**src/rtl/array_port_ctrl_if.sv**
```systemverilog
// Request/response and SRAM RW0 bundle for array_port_ctrl.
// The slave modport is the controller's view; the master modport is the
// environment's view (requester, response consumer and SRAM macro together).
interface array_port_ctrl_if #(
    parameter int ADDR_W = 7,
    parameter int DATA_W = 100,
    parameter int LANES  = 4
);
    logic              req_valid;
    logic              req_ready;
    logic              req_write;
    logic [ADDR_W-1:0] req_addr;
    logic [LANES-1:0]  req_mask;
    logic [DATA_W-1:0] req_wdata;

    logic              resp_valid;
    logic              resp_ready;
    logic [DATA_W-1:0] resp_data;

    logic              init_done;

    logic [ADDR_W-1:0] sram_addr;
    logic              sram_en;
    logic              sram_wmode;
    logic [LANES-1:0]  sram_wmask;
    logic [DATA_W-1:0] sram_wdata;
    logic [DATA_W-1:0] sram_rdata;

    modport slave (
        input  req_valid, req_write, req_addr, req_mask, req_wdata,
        input  resp_ready, sram_rdata,
        output req_ready, resp_valid, resp_data, init_done,
        output sram_addr, sram_en, sram_wmode, sram_wmask, sram_wdata
    );

    modport master (
        output req_valid, req_write, req_addr, req_mask, req_wdata,
        output resp_ready, sram_rdata,
        input  req_ready, resp_valid, resp_data, init_done,
        input  sram_addr, sram_en, sram_wmode, sram_wmask, sram_wdata
    );
endinterface

```
**src/rtl/array_port_ctrl.sv**
```systemverilog
// Request controller for a single-port, lane-masked SRAM with a 1-cycle
// registered read. Optionally zero-fills the array after reset, then passes
// requests straight to the SRAM and returns read data through a small FIFO.
// Read credits (FIFO entries + read in flight) gate req_ready so the FIFO can
// never overflow, since SRAM read data is only valid for one cycle.
module array_port_ctrl #(
    parameter int ADDR_W        = 7,
    parameter int DATA_W        = 100,
    parameter int LANES         = 4,
    parameter int RESP_DEPTH    = 3,
    parameter int INIT_ON_RESET = 1
) (
    input  logic             clock,
    input  logic             reset_n,
    array_port_ctrl_if.slave bus
);
    localparam int PTR_W = (RESP_DEPTH > 1) ? $clog2(RESP_DEPTH) : 1;
    localparam int CNT_W = $clog2(RESP_DEPTH + 1);

    localparam logic [CNT_W:0]    DEPTH_C     = (CNT_W + 1)'(RESP_DEPTH);
    localparam logic [CNT_W-1:0]  FULL_C      = CNT_W'(RESP_DEPTH);
    localparam logic [CNT_W-1:0]  CNT_ONE_C   = CNT_W'(1);
    localparam logic [PTR_W-1:0]  LAST_PTR_C  = PTR_W'(RESP_DEPTH - 1);
    localparam logic [PTR_W-1:0]  PTR_ONE_C   = PTR_W'(1);
    localparam logic [ADDR_W-1:0] LAST_ADDR_C = {ADDR_W{1'b1}};
    localparam logic [ADDR_W-1:0] ADDR_ONE_C  = ADDR_W'(1);

    typedef enum logic [0:0] {
        ST_INIT = 1'b0,
        ST_RUN  = 1'b1
    } state_t;

    localparam state_t RESET_STATE_C = (INIT_ON_RESET != 0) ? ST_INIT : ST_RUN;

    // Circular pointer advance over RESP_DEPTH entries (depth need not be a power of two).
    function automatic logic [PTR_W-1:0] next_ptr(input logic [PTR_W-1:0] ptr);
        logic [PTR_W-1:0] nxt;
        if (ptr == LAST_PTR_C) begin
            nxt = {PTR_W{1'b0}};
        end else begin
            nxt = ptr + PTR_ONE_C;
        end
        return nxt;
    endfunction

    state_t            state_q, state_d;
    logic [ADDR_W-1:0] init_cnt_q, init_cnt_d;
    logic              inflight_q, inflight_d;
    logic [CNT_W-1:0]  count_q, count_d;
    logic [PTR_W-1:0]  rd_ptr_q, rd_ptr_d;
    logic [PTR_W-1:0]  wr_ptr_q, wr_ptr_d;
    logic [DATA_W-1:0] fifo_q [RESP_DEPTH];
    logic [DATA_W-1:0] fifo_d [RESP_DEPTH];

    logic              run_s;
    logic [CNT_W:0]    occ_s;
    logic              req_ready_s;
    logic              fire_s;
    logic              rd_fire_s;
    logic              resp_valid_s;
    logic              full_s;
    logic              push_s;
    logic              pop_s;

    logic [ADDR_W-1:0] sram_addr_s;
    logic              sram_en_s;
    logic              sram_wmode_s;
    logic [LANES-1:0]  sram_wmask_s;
    logic [DATA_W-1:0] sram_wdata_s;

    // Handshake qualifiers; reset_n gating keeps every control output low while reset is held.
    always_comb begin
        run_s        = (state_q == ST_RUN) & reset_n;
        occ_s        = {1'b0, count_q} + {{CNT_W{1'b0}}, inflight_q};
        req_ready_s  = run_s & (occ_s < DEPTH_C);
        fire_s       = bus.req_valid & req_ready_s;
        rd_fire_s    = fire_s & ~bus.req_write;
        resp_valid_s = (count_q != {CNT_W{1'b0}});
        full_s       = (count_q == FULL_C);
        pop_s        = resp_valid_s & bus.resp_ready;
        // Read data from the SRAM is valid only in the cycle after the accept.
        push_s       = inflight_q & (~full_s | pop_s);
        inflight_d   = rd_fire_s;
    end

    // Next state: walk the init counter over every address, then run forever.
    always_comb begin
        state_d    = state_q;
        init_cnt_d = init_cnt_q;
        case (state_q)
            ST_INIT: begin
                init_cnt_d = init_cnt_q + ADDR_ONE_C;
                if (init_cnt_q == LAST_ADDR_C) begin
                    state_d = ST_RUN;
                end else begin
                    state_d = ST_INIT;
                end
            end
            ST_RUN: begin
                state_d    = ST_RUN;
                init_cnt_d = init_cnt_q;
            end
            default: begin
                state_d    = RESET_STATE_C;
                init_cnt_d = {ADDR_W{1'b0}};
            end
        endcase
    end

    // SRAM drive: zero-fill writes during init, request pass-through in run.
    always_comb begin
        sram_en_s    = 1'b0;
        sram_wmode_s = bus.req_write;
        sram_addr_s  = bus.req_addr;
        sram_wmask_s = bus.req_mask;
        sram_wdata_s = bus.req_wdata;
        case (state_q)
            ST_INIT: begin
                sram_en_s    = reset_n;
                sram_wmode_s = 1'b1;
                sram_addr_s  = init_cnt_q;
                sram_wmask_s = {LANES{1'b1}};
                sram_wdata_s = {DATA_W{1'b0}};
            end
            ST_RUN: begin
                sram_en_s = fire_s;
            end
            default: begin
                sram_en_s = 1'b0;
            end
        endcase
    end

    // Response FIFO bookkeeping: capture at the tail, present the head.
    always_comb begin
        count_d  = count_q;
        rd_ptr_d = rd_ptr_q;
        wr_ptr_d = wr_ptr_q;
        fifo_d   = fifo_q;
        if (push_s) begin
            fifo_d[wr_ptr_q] = bus.sram_rdata;
            wr_ptr_d         = next_ptr(wr_ptr_q);
        end else begin
            wr_ptr_d = wr_ptr_q;
        end
        if (pop_s) begin
            rd_ptr_d = next_ptr(rd_ptr_q);
        end else begin
            rd_ptr_d = rd_ptr_q;
        end
        case ({push_s, pop_s})
            2'b10:   count_d = count_q + CNT_ONE_C;
            2'b01:   count_d = count_q - CNT_ONE_C;
            default: count_d = count_q;
        endcase
    end

    // State, credit and FIFO registers; reset drops all pending responses.
    always_ff @(posedge clock or negedge reset_n) begin
        if (!reset_n) begin
            state_q    <= RESET_STATE_C;
            init_cnt_q <= {ADDR_W{1'b0}};
            inflight_q <= 1'b0;
            count_q    <= {CNT_W{1'b0}};
            rd_ptr_q   <= {PTR_W{1'b0}};
            wr_ptr_q   <= {PTR_W{1'b0}};
            for (int i = 0; i < RESP_DEPTH; i++) begin
                fifo_q[i] <= {DATA_W{1'b0}};
            end
        end else begin
            state_q    <= state_d;
            init_cnt_q <= init_cnt_d;
            inflight_q <= inflight_d;
            count_q    <= count_d;
            rd_ptr_q   <= rd_ptr_d;
            wr_ptr_q   <= wr_ptr_d;
            for (int i = 0; i < RESP_DEPTH; i++) begin
                fifo_q[i] <= fifo_d[i];
            end
        end
    end

    assign bus.req_ready  = req_ready_s;
    assign bus.resp_valid = resp_valid_s;
    assign bus.resp_data  = fifo_q[rd_ptr_q];
    assign bus.init_done  = run_s;
    assign bus.sram_addr  = sram_addr_s;
    assign bus.sram_en    = sram_en_s;
    assign bus.sram_wmode = sram_wmode_s;
    assign bus.sram_wmask = sram_wmask_s;
    assign bus.sram_wdata = sram_wdata_s;
endmodule

```
**src/flat_wrapper.sv**
```systemverilog
// flat-port wrapper written by rule: the top's interface ports become plain ports
module array_port_ctrl_flat 
#(
    parameter int ADDR_W        = 7,
    parameter int DATA_W        = 100,
    parameter int LANES         = 4,
    parameter int RESP_DEPTH    = 3,
    parameter int INIT_ON_RESET = 1
)
  (clock, reset_n, bus_req_valid, bus_req_write, bus_req_addr, bus_req_mask, bus_req_wdata, bus_resp_ready, bus_sram_rdata, bus_req_ready, bus_resp_valid, bus_resp_data, bus_init_done, bus_sram_addr, bus_sram_en, bus_sram_wmode, bus_sram_wmask, bus_sram_wdata);
  array_port_ctrl_if #(.ADDR_W(ADDR_W), .DATA_W(DATA_W), .LANES(LANES)) bus_i ();
  input  logic clock;
  input  logic reset_n;
  input wire logic [$bits(bus_i.req_valid)-1:0] bus_req_valid;
  input wire logic [$bits(bus_i.req_write)-1:0] bus_req_write;
  input wire logic [$bits(bus_i.req_addr)-1:0] bus_req_addr;
  input wire logic [$bits(bus_i.req_mask)-1:0] bus_req_mask;
  input wire logic [$bits(bus_i.req_wdata)-1:0] bus_req_wdata;
  input wire logic [$bits(bus_i.resp_ready)-1:0] bus_resp_ready;
  input wire logic [$bits(bus_i.sram_rdata)-1:0] bus_sram_rdata;
  output wire logic [$bits(bus_i.req_ready)-1:0] bus_req_ready;
  output wire logic [$bits(bus_i.resp_valid)-1:0] bus_resp_valid;
  output wire logic [$bits(bus_i.resp_data)-1:0] bus_resp_data;
  output wire logic [$bits(bus_i.init_done)-1:0] bus_init_done;
  output wire logic [$bits(bus_i.sram_addr)-1:0] bus_sram_addr;
  output wire logic [$bits(bus_i.sram_en)-1:0] bus_sram_en;
  output wire logic [$bits(bus_i.sram_wmode)-1:0] bus_sram_wmode;
  output wire logic [$bits(bus_i.sram_wmask)-1:0] bus_sram_wmask;
  output wire logic [$bits(bus_i.sram_wdata)-1:0] bus_sram_wdata;
  assign bus_i.req_valid = bus_req_valid;
  assign bus_i.req_write = bus_req_write;
  assign bus_i.req_addr = bus_req_addr;
  assign bus_i.req_mask = bus_req_mask;
  assign bus_i.req_wdata = bus_req_wdata;
  assign bus_i.resp_ready = bus_resp_ready;
  assign bus_i.sram_rdata = bus_sram_rdata;
  assign bus_req_ready = bus_i.req_ready;
  assign bus_resp_valid = bus_i.resp_valid;
  assign bus_resp_data = bus_i.resp_data;
  assign bus_init_done = bus_i.init_done;
  assign bus_sram_addr = bus_i.sram_addr;
  assign bus_sram_en = bus_i.sram_en;
  assign bus_sram_wmode = bus_i.sram_wmode;
  assign bus_sram_wmask = bus_i.sram_wmask;
  assign bus_sram_wdata = bus_i.sram_wdata;
  array_port_ctrl #(.ADDR_W(ADDR_W), .DATA_W(DATA_W), .LANES(LANES), .RESP_DEPTH(RESP_DEPTH), .INIT_ON_RESET(INIT_ON_RESET)) u_core (.clock(clock), .reset_n(reset_n), .bus(bus_i));
endmodule
```
**config.mk**
```make
export PLATFORM = sky130hd
export DESIGN_NAME = array_port_ctrl_flat
export DESIGN_NICKNAME = d
export VERILOG_FILES = /design/src/rtl/array_port_ctrl_if.sv /design/src/rtl/array_port_ctrl.sv /design/src/flat_wrapper.sv
export SDC_FILE = /design/constraint.sdc
export NUM_CORES = 1
export LEC_CHECK = 0
export ABC_AREA = 1
export ABC_CLOCK_PERIOD_IN_PS = 1700
export CORE_MARGIN = 4
export CORE_UTILIZATION = 30
export CTS_CLUSTER_SIZE = 20
export DETAILED_ROUTE_END_ITERATION = 8
export PLACE_DENSITY_LB_ADDON = 0.25
export SETUP_SLACK_MARGIN = 0.2
export SKIP_LAST_GASP = 1
export SLEW_MARGIN = 30
export SYNTH_ARGS = -nofsm -noshare
export SYNTH_HDL_FRONTEND = slang
export SYNTH_SLANG_ARGS = --single-unit
```
**constraint.sdc**
```tcl
create_clock -name clock -period 1.7 [get_ports clock]
set_clock_uncertainty 0.2 [all_clocks]
set_input_delay 0.51 -clock clock [delete_from_list [all_inputs] [get_ports clock]]
set_output_delay 0.51 -clock clock [all_outputs]
set_load 0.02 [all_outputs]
```
==> metrics.md, run 1 <==
| Metric | Value |
|---|---|
| Adder-cell share of the synthesized area | less than 1% |
| IO Pins | 432 |
| Root Driver | clkbuf_16 |
| Seq/Total Area, Yosys | 51.3% |
| CTS tree | done |
| Mapped Avg Cell Area | 7.43 um2 |
| Vias in the first global route | 16.4k |
| Die span in y | 234 um |
| Largest net degree at the start of global routing | 172 |
| DRC Markers | 0 |
| Highest achievable clock rate | 0.370 GHz |
| Pleak | 15.7 nW |
| Antenna violations before repair | 6 |
| Post-layout util | 54.0% |
| Final setup viols | 525 |
| ANT nets after route | 0 |
| Area delta synth->final | 77.1% |
| Crit-path max cell delay | between 0.4 and 0.5 ns |
| Fin Hold WS | -0.0618 ns |
| Top cells by area, synth | dfrtp_1, nand2_1, nand3_1 |
| Cells along the critical path | inv_4 > nor2_4 > buf_12 > buf_16 > buf_12 > buf_16 > nand2_2 > nand3_2 > buf_6 |
| Share of layout cells above drive strength 1 | between 30% and 40% |
| Startpoint Class | flip-flop |
| Xor/xnor cell area share of the yosys netlist | 0.342% |
| Post-DP HPWL | 39700 um |
| Vias per cell | roughly 5 |
| Commonest non-fill, non-tap cell in the layout | nand2_1 |
| IO Port Bufs | approximately 430 |
| Area of the die | 0.0549 mm2 |
| Crit path capture type | output port |
| Hold crit path type | input port to asynchronous set/reset pin |
| Final instance area | ~0.027 mm2 |
| Slew HR | approximately 51% |
| Clk buf depth | 3 |
| Yosys cell types | 23 |
| Depth of the most critical reg-to-reg path | 10 |
| Failing checks | hold timing, setup timing |
| Drt first pass iters | 5 |
| Total grt overflow | 0 |
| Post-synthesis mux area share | 0% |
| CTS Sinks | 315 |
| Largest family of logic cells by synthesized area | simple AND/OR/NAND/NOR gates |
| Fin crit period | 2.71 ns |
| Post-synth top area cell | dfrtp_1 |
| Num CTS Buffers | 38 |
| CP arrival | 2.00 ns |
| Worst-path fanout max | 7 |
| Final WL | ~67000 um |
| Die Wd | 234 um |
| Endpoints failing hold | 65 |
| Yosys warns | 0 |
| Post-synth design cell area | 0.0154 mm2 |
| Commonest non-fill, non-tap cells in the layout | nand2_1, nand3_1, dfrtp_1 |
| Cell Count, Final, Fillers Out | 3304 |
| Setup WS post-layout | -1.01 ns |
| Starting Density | 30.5% |
| Outcome | finished, violations left |
| Worst-skew pair later-pin latency | about 0.55 ns |
| Post-Synth Simple-Gate Area | 40.1% |
| Fin crit share | 159% |
| Power Dens Cells | 934 mW/mm2 |
| GR Util All Layers | around 22% |
| Area after DPL | 0.0229 mm2 |
| Max-slew violations | 0 |
| First-pass GRT wire length | 93500 um |
| Synthesized instance count | 2068 |
| Placed Instances | 3136 |
| Slowest CP cell | dfrtp_2 |
| Top-area cell type share of the netlist area | 51.3% |
| Reg clk slew, reported paths | 0.06 ns |
| Core Box Area | ~0.050 mm2 |
| Worst path required time | 0.99 ns |
| Vias | ~16k |
| Drt first-iter violations | 1466 |
| WS Path Type | flip-flop to output port |
| CTS Hold Buffers Added | 1 |
| Yosys reg bits | 315 |
| RSZ-0062 raised after global routing | yes |
| Final #Nets | 2822 |
| Max-cap viol count | 0 |
| Syn_nets | between 2k and 2.5k |
| CTS H-Tree Depth | 2 |
| Routability cong. | 0.862 |
| Worst-case vdd ir drop | just over 0.7 mV |
| Compound-Gate Fraction of Synth Area | 0.423% |
| Worst Tran Pin Value | 0.731 ns |
| Layout fillers | 4481 |
| Row Count | 82 |
| Wire length per cell | ~20 um |
[registers in the layout (all words and copies together), names as in the netlist]
register	cells
u_core.init_cnt_q	7
u_core.inflight_q	1
u_core.wr_ptr_q	2
u_core.rd_ptr_q	2
u_core.count_q	2
u_core.state_q	1
u_core.fifo_q	300
[power breakdown]
| part | internal, mW | total [mW] | switching [mW] |
|---|---|---|---|
| Clock | 5.43 | 8.69 | 3.26 |
| Sequential | 7.56 | 7.63 | 0.0741 |
| Combinational | 4.44 | 9.11 | 4.67 |
[worst max-delay path, delay by kind of cell (launching register included)]
kind | cells | cell delay (ns)
simple gates | 3 | 0.18
buf+inv | 6 | 0.82
flops | 1 | 0.44
[path summary, 6_finish.rpt]
path                               startpoint                  to  slack [ns]
max in group asynchronous             reset_n   u_core.fifo_q[17]        0.22
min reg2reg                u_core.fifo_q[164]  u_core.fifo_q[164]        0.27
min in group clock         u_core.fifo_q[164]  u_core.fifo_q[164]        0.27
max reg2reg                 u_core.count_q[1]  u_core.fifo_q[133]       -0.32
max                        u_core.rd_ptr_q[1]   bus_resp_data[10]       -1.01
min                                   reset_n   u_core.fifo_q[10]       -0.06
[layer usage]
metal,track usage [%],wire length (um)
met3,6.35,5360
met1,27.3,26700
met4,6.66,1460
met2,36.6,33600
met5,0,13
[metrics by stage]
step / total power, mW / setup WS, ns / setup TNS (ns)
after global routing: 26.3 / -1.09 / -289.92
after floorplan: 10.7 / -0.306 / -21.33
after global placement: 13.1 / -0.902 / -339.20
final: 25.4 / -1.01 / -251.02
after detailed placement: 13.1 / -0.910 / -347.81
after CTS: 24.8 / -1.06 / -224.23
[logic make-up (layout without fill, tap and decap cells)]
| group | after synthesis | count (layout) |
|---|---|---|
| xor gates and xnor gates | 6 | 6 |
| AOI/OAI and AO/OA | 12 | 12 |
| DFF | 315 | 315 |
| and+or+nand+nor | 1463 | 1465 |
| other | 0 | 5 |
| buffers and inverters | 269 | 826 |
| adders and majority gates | 3 | 3 |
[timing repair]
item | 4_1_cts | 5_1_grt
pin swaps | 20 | 27
endpoints found under the setup margin | 572 | 576
cloned | 14 | 31
resized for setup | 838 | 588
endpoints found under the hold margin | 41 | 61
setup buffers | 16 | 36
[synth_stat cells, drive strengths merged]
cell,n
ha,3
nor2,12
o21ai,8
or2,6
buf,100
o31ai,1
nand3,508
nor3,1
clkbuf,57
inv,111
nand2,936
a21oi,2
xor2,5
o211ai,1
clkinv,1
xnor2,1
dfrtp,315
[cell type report]
class / count / area, um2 / share of cell area [%]
multi-input combinational: 1486 / 8920 / 32.8
sequential: 315 / 7890 / 29.0
timing repair buffer: 649 / 7780 / 28.6
clock buffer: 56 / 1190 / 4.38
tap: 672 / 841 / 3.09
inverter: 112 / 435 / 1.60
clock inverter: 8 / 143 / 0.524
antenna: 5 / 12.5 / 0.0460
timing repair inverter: 1 / 8.76 / 0.0322
Note: power is estimated with default switching activity, not from simulation.
==> inputs of run 2 (changes only) <==
- REMOVE_ABC_BUFFERS: default -> 1
- SKIP_LAST_GASP: 1 -> default
==> metrics.md, run 2 (synthesis gave the netlist of run 1 again) <==
| Metric | Value |
|---|---|
| Commonest non-fill, non-tap cells in the layout | nand2_1, nand3_1, dfrtp_1 |
| IO Pins | 432 |
| CTS H-Tree Depth | 2 |
| Final WL | around 70000 um |
| Area delta synth->final | 76.9% |
| Setup_tns | -186.88 ns |
| Fin crit share | 160% |
| Commonest non-fill, non-tap cell in the layout | nand2_1 |
| IO Port Bufs | 431 |
| Fin crit period | 2.72 ns |
| Vias | between 15k and 20k |
| Startpoint Class | flip-flop |
| Total grt overflow | 0 |
| RSZ-0062 raised after global routing | yes |
| CP arrival | between 2 and 2.5 ns |
| Reg clk slew, reported paths | 0.06 ns |
| Largest regs | u_core.fifo_q: 300 flops, u_core.init_cnt_q: 7 flops |
| Power Total | 26.2 mW |
| Pre-CTS setup slack | -0.894 ns |
| Layout fillers | 4422 |
| Crit path capture type | output port |
| Max FFs per register | 300 |
| Post-DP HPWL | 43200 um |
| DRC Markers | 0 |
| Final setup viols | 441 |
| ANT nets after route | 0 |
| Root Driver | clkbuf_16 |
| CTS Sinks | roughly 320 |
| Endpoints failing hold | 29 |
| Die span in y | 234 um |
| Die Wd | approximately 230 um |
| Setup WS post-layout | -1.02 ns |
| Final #Nets | between 2k and 3k |
| Largest net degree at the start of global routing | 120 |
| Clk buf depth | 3 |
| Outcome | finished, violations left |
| Worst path required time | 0.99 ns |
| Worst Tran Pin Value | 0.802 ns |
| Worst-path fanout max | 7 |
| Drt first-iter violations | 1426 |
| Share of layout cells above drive strength 1 | 35.6% |
| Pleak | 15.2 nW |
| Post-layout util | 54.0% |
| WS Path Type | flip-flop to output port |
| Routability cong. | 0.937 |
| Antenna violations before repair | 6 |
| Power Dens Cells | roughly 970 mW/mm2 |
| Drt first pass iters | 5 |
| Row Count | 82 |
| Worst-case vdd ir drop | 0.713 mV |
| Highest achievable clock rate | 0.367 GHz |
| Hold crit path type | input port to asynchronous set/reset pin |
| Depth of the most critical reg-to-reg path | 8 |
| Num CTS Buffers | 38 |
| Vias per cell | 5.00 |
| Fin Hold WS | -0.0795 ns |
| Slew HR | between 40% and 50% |
| Wire length per cell | just over 20 um |
| First-pass GRT wire length | between 90000 and 100000 um |
| Worst-skew pair later-pin latency | around 0.55 ns |
| Starting Density | 30.5% |
| CTS tree | done |
| Failing checks | hold timing, setup timing |
| Biggest register | u_core.fifo_q |
| Max-slew violations | 0 |
| GR Util All Layers | 23.0% |
| Max-cap viol count | 0 |
| Core Box Area | 0.0504 mm2 |
| Area of the die | 0.0549 mm2 |
| Vias in the first global route | 16.2k |
run 2: changes by cell type in the layout (fill, tap and decap cells not counted), moves of 41 or more:
cell / change
buf_6: +57
nand3_4: -49
nand2_1: +49
nand3_2: +78
buf_4: -41
nand2_4: -58
run 2: final cells by class:
| class | instances | area (um2) | share of cell area, % |
|---|---|---|---|
| diodes | 4 | 10.0 | 0.0368 |
| clock buffers | 54 | 1120 | 4.13 |
| clock inverters | 12 | 164 | 0.603 |
| inverters | 112 | 455 | 1.68 |
| multi-input cells | 1484 | 8180 | 30.1 |
| flip-flops and latches | 315 | 7890 | 29.0 |
| well taps | 672 | 841 | 3.09 |
| repair buffers | 683 | 8520 | 31.3 |
run 2: final timing paths:
check                              startpoint              endpoint  slack (ns)
min reg2reg                u_core.fifo_q[254]    u_core.fifo_q[254]        0.27
min in group clock         u_core.fifo_q[254]    u_core.fifo_q[254]        0.27
max in group asynchronous             reset_n    u_core.rd_ptr_q[0]        0.16
min                                   reset_n  u_core.init_cnt_q[2]       -0.08
max                        u_core.rd_ptr_q[0]     bus_resp_data[59]       -1.02
max reg2reg                    u_core.state_q  u_core.init_cnt_q[4]       -0.09
run 2: critical path, cell delays in order, from the launching register on:
cell and delay (ns):
dfrtp_4 0.51, nor2_4 0.20, buf_12 0.17, buf_12 0.13, buf_16 0.12, buf_6 0.10, nand2_4 0.04, nand3_4 0.06
buf_6 0.12
run 2: per-layer routing:
layer	vias to the layer above	track usage, %	share of wire [%]
met5	-	0	0.035
met4	4	7.70	3.6
met3	113	5.52	6.9
met2	670	40.8	52
met1	8212	27.3	38
li1	7696	-	-
run 2: timing repair:
item	CTS	global route
gates cloned	20	18
hold endpoints to repair	29	29
endpoints found under the setup margin	582	698
setup buffers	39	54
pin swaps	28	43
resized for setup	769	786
run 2: per-stage QoR:
step | std cells | hold slack (ns) | instance area (um2)
final | 3336 | -0.0795 | 27200
after global routing | 3334 | -0.0447 | 27200
after CTS | 3260 | -0.0722 | 24300
after detailed placement | 3135 | 0.258 | 21600
after global placement | 3135 | 0.253 | 21600
after floorplan | 1911 | 0.0144 | 14600
run 2: power by group:
group / leakage (nW) / internal (mW) / switching (mW) / total, mW
clock network: 0.632 / 5.06 / 3.28 / 8.34
registers: 4.37 / 7.56 / 0.0672 / 7.63
logic: 10.2 / 5.43 / 4.84 / 10.3
